==> config.mk <==
export PLATFORM = sky130hd
export DESIGN_NAME = dcache_port_responder
export DESIGN_NICKNAME = d
export VERILOG_FILES = /design/src/rtl/dcache_port_responder_pkg.sv /design/src/rtl/dcache_port_responder_store_formatter.sv /design/src/rtl/dcache_port_responder.sv
export SDC_FILE = /design/constraint.sdc
export NUM_CORES = 1
export LEC_CHECK = 0
export BUFFER_PORTS_ARGS = -buffer_cell sky130_fd_sc_hd__buf_2
export CAP_MARGIN = 20
export CELL_PAD_IN_SITES_DETAIL_PLACEMENT = 0
export CELL_PAD_IN_SITES_GLOBAL_PLACEMENT = 1
export CORE_AREA = 5 5 206 208
export CTS_BUF_LIST = sky130_fd_sc_hd__clkbuf_8
export DETAILED_ROUTE_END_ITERATION = 8
export DIE_AREA = 0 0 211 213
export GPL_ROUTABILITY_DRIVEN = 1
export PLACE_DENSITY = 0.76
export REMOVE_ABC_BUFFERS = 1
export SLEW_MARGIN = 25
export SYNTH_ARGS = -nofsm -noshare
export SYNTH_HDL_FRONTEND = slang
export SYNTH_SLANG_ARGS = --single-unit
==> constraint.sdc <==
create_clock -name clk -period 17 [get_ports clk]
set_clock_uncertainty 0.15 [all_clocks]
set_input_delay 3.4 -clock clk [delete_from_list [all_inputs] [get_ports clk]]
set_output_delay 3.4 -clock clk [all_outputs]
set_load 0.01 [all_outputs]
==> src/rtl/dcache_port_responder_pkg.sv <==
// Shared types for the D$ port: responder FSM states, request record and byte-strobe helper.
package dcache_port_responder_pkg;

  localparam int unsigned DC_ADDR_W = 64;
  localparam int unsigned DC_DATA_W = 64;
  localparam int unsigned DC_STRB_W = DC_DATA_W / 8;

  typedef enum logic [2:0] {
    S_IDLE,
    S_XLATE,
    S_MREQ,
    S_MWAIT,
    S_RESP,
    S_DRAIN
  } dcresp_state_t;

  typedef struct packed {
    logic [DC_ADDR_W-1:0] addr;
    logic                 write;
    logic [DC_DATA_W-1:0] wdata;
    logic [1:0]           wlen;
  } dc_req_t;

  // Mask of 2**wlen bytes starting at addr_lo; bytes past the beat are dropped.
  function automatic logic [DC_STRB_W-1:0] wstrb_from(input logic [2:0] addr_lo,
                                                      input logic [1:0] wlen);
    logic [15:0] w_mask;
    w_mask = ((16'd1 << (5'd1 << wlen)) - 16'd1) << addr_lo;
    return w_mask[DC_STRB_W-1:0];
  endfunction

endpackage

==> src/rtl/dcache_port_responder_store_formatter.sv <==
// Aligns low-justified store data into the 64-bit beat and builds its byte strobes.
module dcache_port_responder_store_formatter
  import dcache_port_responder_pkg::*;
(
  input  logic [2:0]           i_addr_lo,
  input  logic [1:0]           i_wlen,
  input  logic [DC_DATA_W-1:0] i_wdata,
  output logic [DC_DATA_W-1:0] o_wdata,
  output logic [DC_STRB_W-1:0] o_wstrb,
  output logic                 o_misaligned
);

  always_comb begin
    o_wdata      = i_wdata << {i_addr_lo, 3'b000};
    o_wstrb      = wstrb_from(i_addr_lo, i_wlen);
    o_misaligned = ({1'b0, i_addr_lo} + (4'd1 << i_wlen)) > 4'd8;
  end

endmodule

==> src/rtl/dcache_port_responder.sv <==
// Blocking, uncached D$ responder: optional TLB lookup, one memory beat, one-cycle completion pulse.
module dcache_port_responder
  import dcache_port_responder_pkg::*;
#(
  parameter int unsigned ADDR_WIDTH = DC_ADDR_W,
  parameter int unsigned DATA_WIDTH = DC_DATA_W,
  parameter int unsigned STRB_WIDTH = DATA_WIDTH / 8
) (
  input  logic                  clk,
  input  logic                  reset,
  input  logic                  dc_en,
  input  logic [ADDR_WIDTH-1:0] dc_in_addr,
  input  logic                  dc_write_en,
  input  logic [DATA_WIDTH-1:0] dc_in_wdata,
  input  logic [1:0]            dc_in_wlen,
  output logic [DATA_WIDTH-1:0] dc_out_rdata,
  output logic                  dc_out_rvalid,
  output logic                  dc_out_write_done,
  output logic                  dc_out_page_fault,
  input  logic                  translate_en,
  output logic                  tlb_req_valid,
  output logic [ADDR_WIDTH-1:0] tlb_req_vaddr,
  input  logic                  tlb_resp_valid,
  input  logic [ADDR_WIDTH-1:0] tlb_resp_paddr,
  input  logic                  tlb_resp_fault,
  output logic                  mem_req_valid,
  input  logic                  mem_req_ready,
  output logic [ADDR_WIDTH-1:0] mem_req_addr,
  output logic                  mem_req_write,
  output logic [DATA_WIDTH-1:0] mem_req_wdata,
  output logic [STRB_WIDTH-1:0] mem_req_wstrb,
  input  logic                  mem_resp_valid,
  input  logic [DATA_WIDTH-1:0] mem_resp_rdata
);

  dcresp_state_t         r_state;
  dcresp_state_t         w_next;
  dc_req_t               r_req;
  logic [ADDR_WIDTH-1:0] r_paddr;
  logic                  r_fault;
  logic [DATA_WIDTH-1:0] r_rdata;
  logic [DATA_WIDTH-1:0] w_fmt_wdata;
  logic [STRB_WIDTH-1:0] w_fmt_wstrb;
  logic                  w_misaligned;

  dcache_port_responder_store_formatter u_fmt (
    .i_addr_lo    (r_paddr[2:0]),
    .i_wlen       (r_req.wlen),
    .i_wdata      (r_req.wdata),
    .o_wdata      (w_fmt_wdata),
    .o_wstrb      (w_fmt_wstrb),
    .o_misaligned (w_misaligned)
  );

  always_ff @(posedge clk or posedge reset) begin
    if (reset) r_state <= S_IDLE;
    else       r_state <= w_next;
  end

  // dc_en low outside IDLE/RESP means MEM has flushed the request: finish any
  // outstanding handshake silently and return to IDLE without a pulse.
  always_comb begin
    w_next = r_state;
    case (r_state)
      S_IDLE:  if (dc_en) w_next = translate_en ? S_XLATE : S_MREQ;
      S_XLATE: if (tlb_resp_valid) begin
                 if (!dc_en)              w_next = S_IDLE;
                 else if (tlb_resp_fault) w_next = S_RESP;
                 else                     w_next = S_MREQ;
               end
      S_MREQ:  if (mem_req_ready) w_next = dc_en ? S_MWAIT : S_DRAIN;
               else if (!dc_en)   w_next = S_IDLE;
      S_MWAIT: if (mem_resp_valid) w_next = dc_en ? S_RESP : S_IDLE;
               else if (!dc_en)    w_next = S_DRAIN;
      S_RESP:  w_next = S_IDLE;
      S_DRAIN: if (mem_resp_valid) w_next = S_IDLE;
      default: w_next = S_IDLE;
    endcase
  end

  always_ff @(posedge clk or posedge reset) begin
    if (reset) begin
      r_req   <= '0;
      r_paddr <= '0;
      r_fault <= 1'b0;
      r_rdata <= '0;
    end else begin
      if (r_state == S_IDLE && dc_en) begin
        r_req   <= '{addr: dc_in_addr, write: dc_write_en, wdata: dc_in_wdata, wlen: dc_in_wlen};
        r_paddr <= dc_in_addr;
        r_fault <= 1'b0;
      end
      if (r_state == S_XLATE && tlb_resp_valid) begin
        r_paddr <= tlb_resp_paddr;
        r_fault <= tlb_resp_fault;
      end
      if (r_state == S_MWAIT && mem_resp_valid && !r_req.write) r_rdata <= mem_resp_rdata;
    end
  end

  always_comb begin
    tlb_req_valid     = (r_state == S_XLATE);
    tlb_req_vaddr     = r_req.addr;
    mem_req_valid     = (r_state == S_MREQ);
    mem_req_addr      = {r_paddr[ADDR_WIDTH-1:3], 3'b000};
    mem_req_write     = r_req.write;
    mem_req_wdata     = w_fmt_wdata;
    mem_req_wstrb     = w_fmt_wstrb;
    dc_out_rdata      = r_rdata;
    dc_out_rvalid     = (r_state == S_RESP) && !r_req.write;
    dc_out_write_done = (r_state == S_RESP) && r_req.write;
    dc_out_page_fault = (r_state == S_RESP) && r_fault;
  end

  a_store_in_beat: assert property (@(posedge clk) disable iff (reset)
    (r_state == S_MREQ && r_req.write) |-> !w_misaligned)
    else $error("store crosses an 8-byte boundary; upper bytes dropped");

endmodule

==> flow_metrics.env <==
export IMPL_cpMaxStageDelayCell="nor2b_1"
export IMPL_multi_input_area_mm2=0.00508
export IMPL_clockBufferDepth=3
export IMPL_holdCritStartpoint="tlb_req_vaddr[26]$_DFFE_PP0P_"
export IMPL_core_area_mm2=0.0404
export IMPL_cts_tree="built"
export IMPL_synth_seq_area_share_pct=50.4
export IMPL_finalSetupTns_ns=0
export IMPL_finalHoldViolCount=0
export IMPL_synth_seq_cells=263
export IMPL_drtIter0Drc=629
export IMPL_synthXorXnorAreaFrac_pct=0
export IMPL_cts_resized=0
export IMPL_numClockSinks=263
export IMPL_port_buffers=533
export IMPL_min_path_type="register to register"
export IMPL_synth_edff_count=0
export IMPL_syn_avg_cell_area_um2=9.09
export IMPL_ys_flop_type="dfrtp_1"
export IMPL_setup_viol_count_final=0
export IMPL_rsz0062_at_grt="false"
export IMPL_wl_um=43600
export IMPL_crit_path_end="mem_req_wdata[55]"
export IMPL_io_pins=537
export IMPL_cts_hold_buf=0
export IMPL_synth_top_family_by_area="simple AND/OR/NAND/NOR gates"
export IMPL_r2r_end="r_paddr[0]$_DFFE_PP0P_"
export IMPL_min_period_ns=7.00
export IMPL_grt_max_degree=150
export IMPL_start_kind="register"
export IMPL_max_cap_violations=0
export IMPL_start_util_pct=32.3
export IMPL_power_density_mw_per_mm2=214
export IMPL_hold_slack_ns=0.315
export IMPL_relSlewSlack_pct=36.5
export IMPL_synthArstFlopShare_pct=100
export IMPL_die_x_um=211
export IMPL_postRouteAntennaNets=0
export IMPL_synth_area_mm2=0.0131
export IMPL_synth_simple_gate_area_share_pct=21.7
export IMPL_synth_area_leaders="dfrtp_1, nand2_1, buf_4"
export IMPL_synth_fa_ha_area_share_pct=0
export IMPL_synthCells=1436
export IMPL_tightest_slew_ns=0.952
export IMPL_crit_path_end_kind="primary output"
export IMPL_die_area_mm2=0.0449
export IMPL_synth_compound_area_share_pct=3.82
export IMPL_setup_slack_ns=10.0
export IMPL_reg2regPathDepth=5
export IMPL_ys_types=39
export IMPL_place_worst_setup_slack_ns=10.58
export IMPL_worstSetupPathType="register to primary output"
export IMPL_gp_congestion=0.820
export IMPL_crit_chain="buf_4 -> nor2b_1 -> a21oi_1 -> mux2i_1 -> buf_2"
export IMPL_crit_arrival_ns=3.45
export IMPL_fmax_ghz=0.143
export IMPL_cts_root_buffer="clkbuf_8"
export IMPL_finalCritPeriodShare_pct=41.2
export IMPL_path_clk_slew_ns=0.06
export IMPL_synth_top_area_share_pct=50.4
export IMPL_cp_max_fo=78
export IMPL_cts_buffers=50
export IMPL_nets=2086
export IMPL_status="completed"
export IMPL_post_drt_wl_per_cell_um=18.2
export IMPL_first_pass_iters=5
export IMPL_drcViolationCount=0
export IMPL_via_count=11000
export IMPL_cp_startpoint="r_paddr[0]$_DFFE_PP0P_"
export IMPL_cts_setup_buffers=0
export IMPL_cts_htree_levels=2
export IMPL_slowest_delay_ns=0.83
export IMPL_critPathRequiredTime_ns=13.45
export IMPL_viasPerCell=4.59
export IMPL_peakVddDrop_mv=0.0953
export IMPL_drive_gt1_share_pct=38.3
export IMPL_worstReg2RegStart="r_state[0]$_DFFE_PP0P_"
export IMPL_fp_dieH_um=213
export IMPL_grt_pass1_vias=11700
export IMPL_std_cell_rows=74
export IMPL_yosys_area_top_type="dfrtp_1"
export IMPL_slew_violations=0
export IMPL_grt_pass1_wl_um=66900
export IMPL_globalRouteTotalUtil_pct=18.8
export IMPL_yosysWarnings=0
export IMPL_leakage_uw=0.00890
export IMPL_clock_latency_ns=0.59
export IMPL_synthMuxAreaShare_pct=13.3
export IMPL_r2r_slack_ns=14.05
export IMPL_syn_to_final_growth_pct=24.1
export IMPL_hpwl_um=31400
export IMPL_overflow=0
export IMPL_fillers=4208
export IMPL_ff_latch_area_mm2=0.00659
export IMPL_antenna_found_initial=12
==> how the worst min path moves through the flow <==
stage                                     to  slack, ns  cells after the start
6_report       tlb_req_vaddr[26]$_DFFE_PP0P_       0.32                      2
5_1_grt        tlb_req_vaddr[26]$_DFFE_PP0P_       0.35                      2
4_1_cts        tlb_req_vaddr[26]$_DFFE_PP0P_       0.32                      2
3_5_place_dp   tlb_req_vaddr[10]$_DFFE_PP0P_       0.31                      2
3_3_place_gp   tlb_req_vaddr[27]$_DFFE_PP0P_       0.30                      2
2_1_floorplan          r_req[50]$_DFFE_PP0P_       0.29                      2
==> state kept, by name, indices dropped and copies added, names as in the netlist <==
signal and count:
tlb_req_vaddr 64, r_fault 1, dc_out_rdata 64, r_req 66
mem_req_write 1, r_paddr 64, r_state 3
==> Yosys cell counts (all sizes together), types with 2 or more instances <==
cell	n
nand2	553
dfrtp	263
buf	183
mux2	89
mux2i	73
nand3	64
nor2	62
clkbuf	31
a21oi	27
o21ai	27
o22ai	18
and2	8
nor2b	5
a211oi	4
inv	4
nand2b	3
a31oi	2
and3	2
nor3	2
o21a	2
o2bb2ai	2
==> critical path, delay by kind of cell (launching register included) <==
| family | cells | cell delay (ns) |
|---|---|---|
| buffers and inverters | 2 | 0.85 |
| and+or+nand+nor | 1 | 0.83 |
| DFF | 1 | 0.67 |
| AOI/OAI and AO/OA | 1 | 0.23 |
| muxes | 1 | 0.21 |
==> through the flow <==
step	cells	area [µm²]	util (%)	power (µW)
6_report	2393	16200	40.1	3480
5_1_grt	2392	16200	40.1	3760
4_1_cts	2387	16200	40.1	3540
3_5_place_dp	2299	15100	37.4	2850
3_3_place_gp	2299	15100	37.4	2820
2_1_floorplan	1224	11700	-	2140
==> cells in the final DEF, fill, tap and decap left out, types with 2 or more instances in the layout <==
cell type / instances
nand2_1: 553
buf_2: 533
dfrtp_1: 260
mux2_2: 84
mux2i_1: 73
nand3_1: 64
nor2_1: 61
clkbuf_8: 61
o21ai_0: 27
a21oi_1: 27
o22ai_1: 18
inv_1: 16
buf_4: 9
and2_1: 8
clkinv_2: 7
diode_2: 6
nor2b_1: 5
mux2_1: 5
a211oi_1: 4
bufinv_16: 4
nand2b_1: 3
conb_1: 3
o21a_1: 2
and3_1: 2
a31oi_1: 2
o2bb2ai_1: 2
clkinvlp_4: 2
dfrtp_4: 2
==> routing by layer <==
layer	part of all wire (%)	global-route usage (%)
met1	40	23.2
met2	48	31.1
met3	8.5	6.29
met4	2.5	6.62
met5	0.18	0
==> kinds of logic after synthesis <==
logic type             after synthesis
AO/OA/AOI/OAI                       87
buffers and inverters              218
other                                1
AND/OR/NAND/NOR                    705
multiplexers                       162
flip-flops                         263
==> power breakdown <==
part | internal, µW | leakage (µW) | switching (µW)
Combinational | 657 | 0.00504 | 951
Sequential | 936 | 0.00326 | 267
Clock | 385 | 0.000599 | 279
Total | 1980 | 0.00890 | 1500
==> layout make-up <==
cell class / instances / share of cell area, %
diodes: 6 / 0.0927
flip-flops and latches: 263 / 40.7
well taps: 532 / 4.11
repair buffers: 543 / 17.0
multi-input cells: 957 / 31.3
clock buffers: 61 / 5.18
inverters: 4 / 0.139
clock inverters: 27 / 1.45
(Power assumes the default switching activity.)
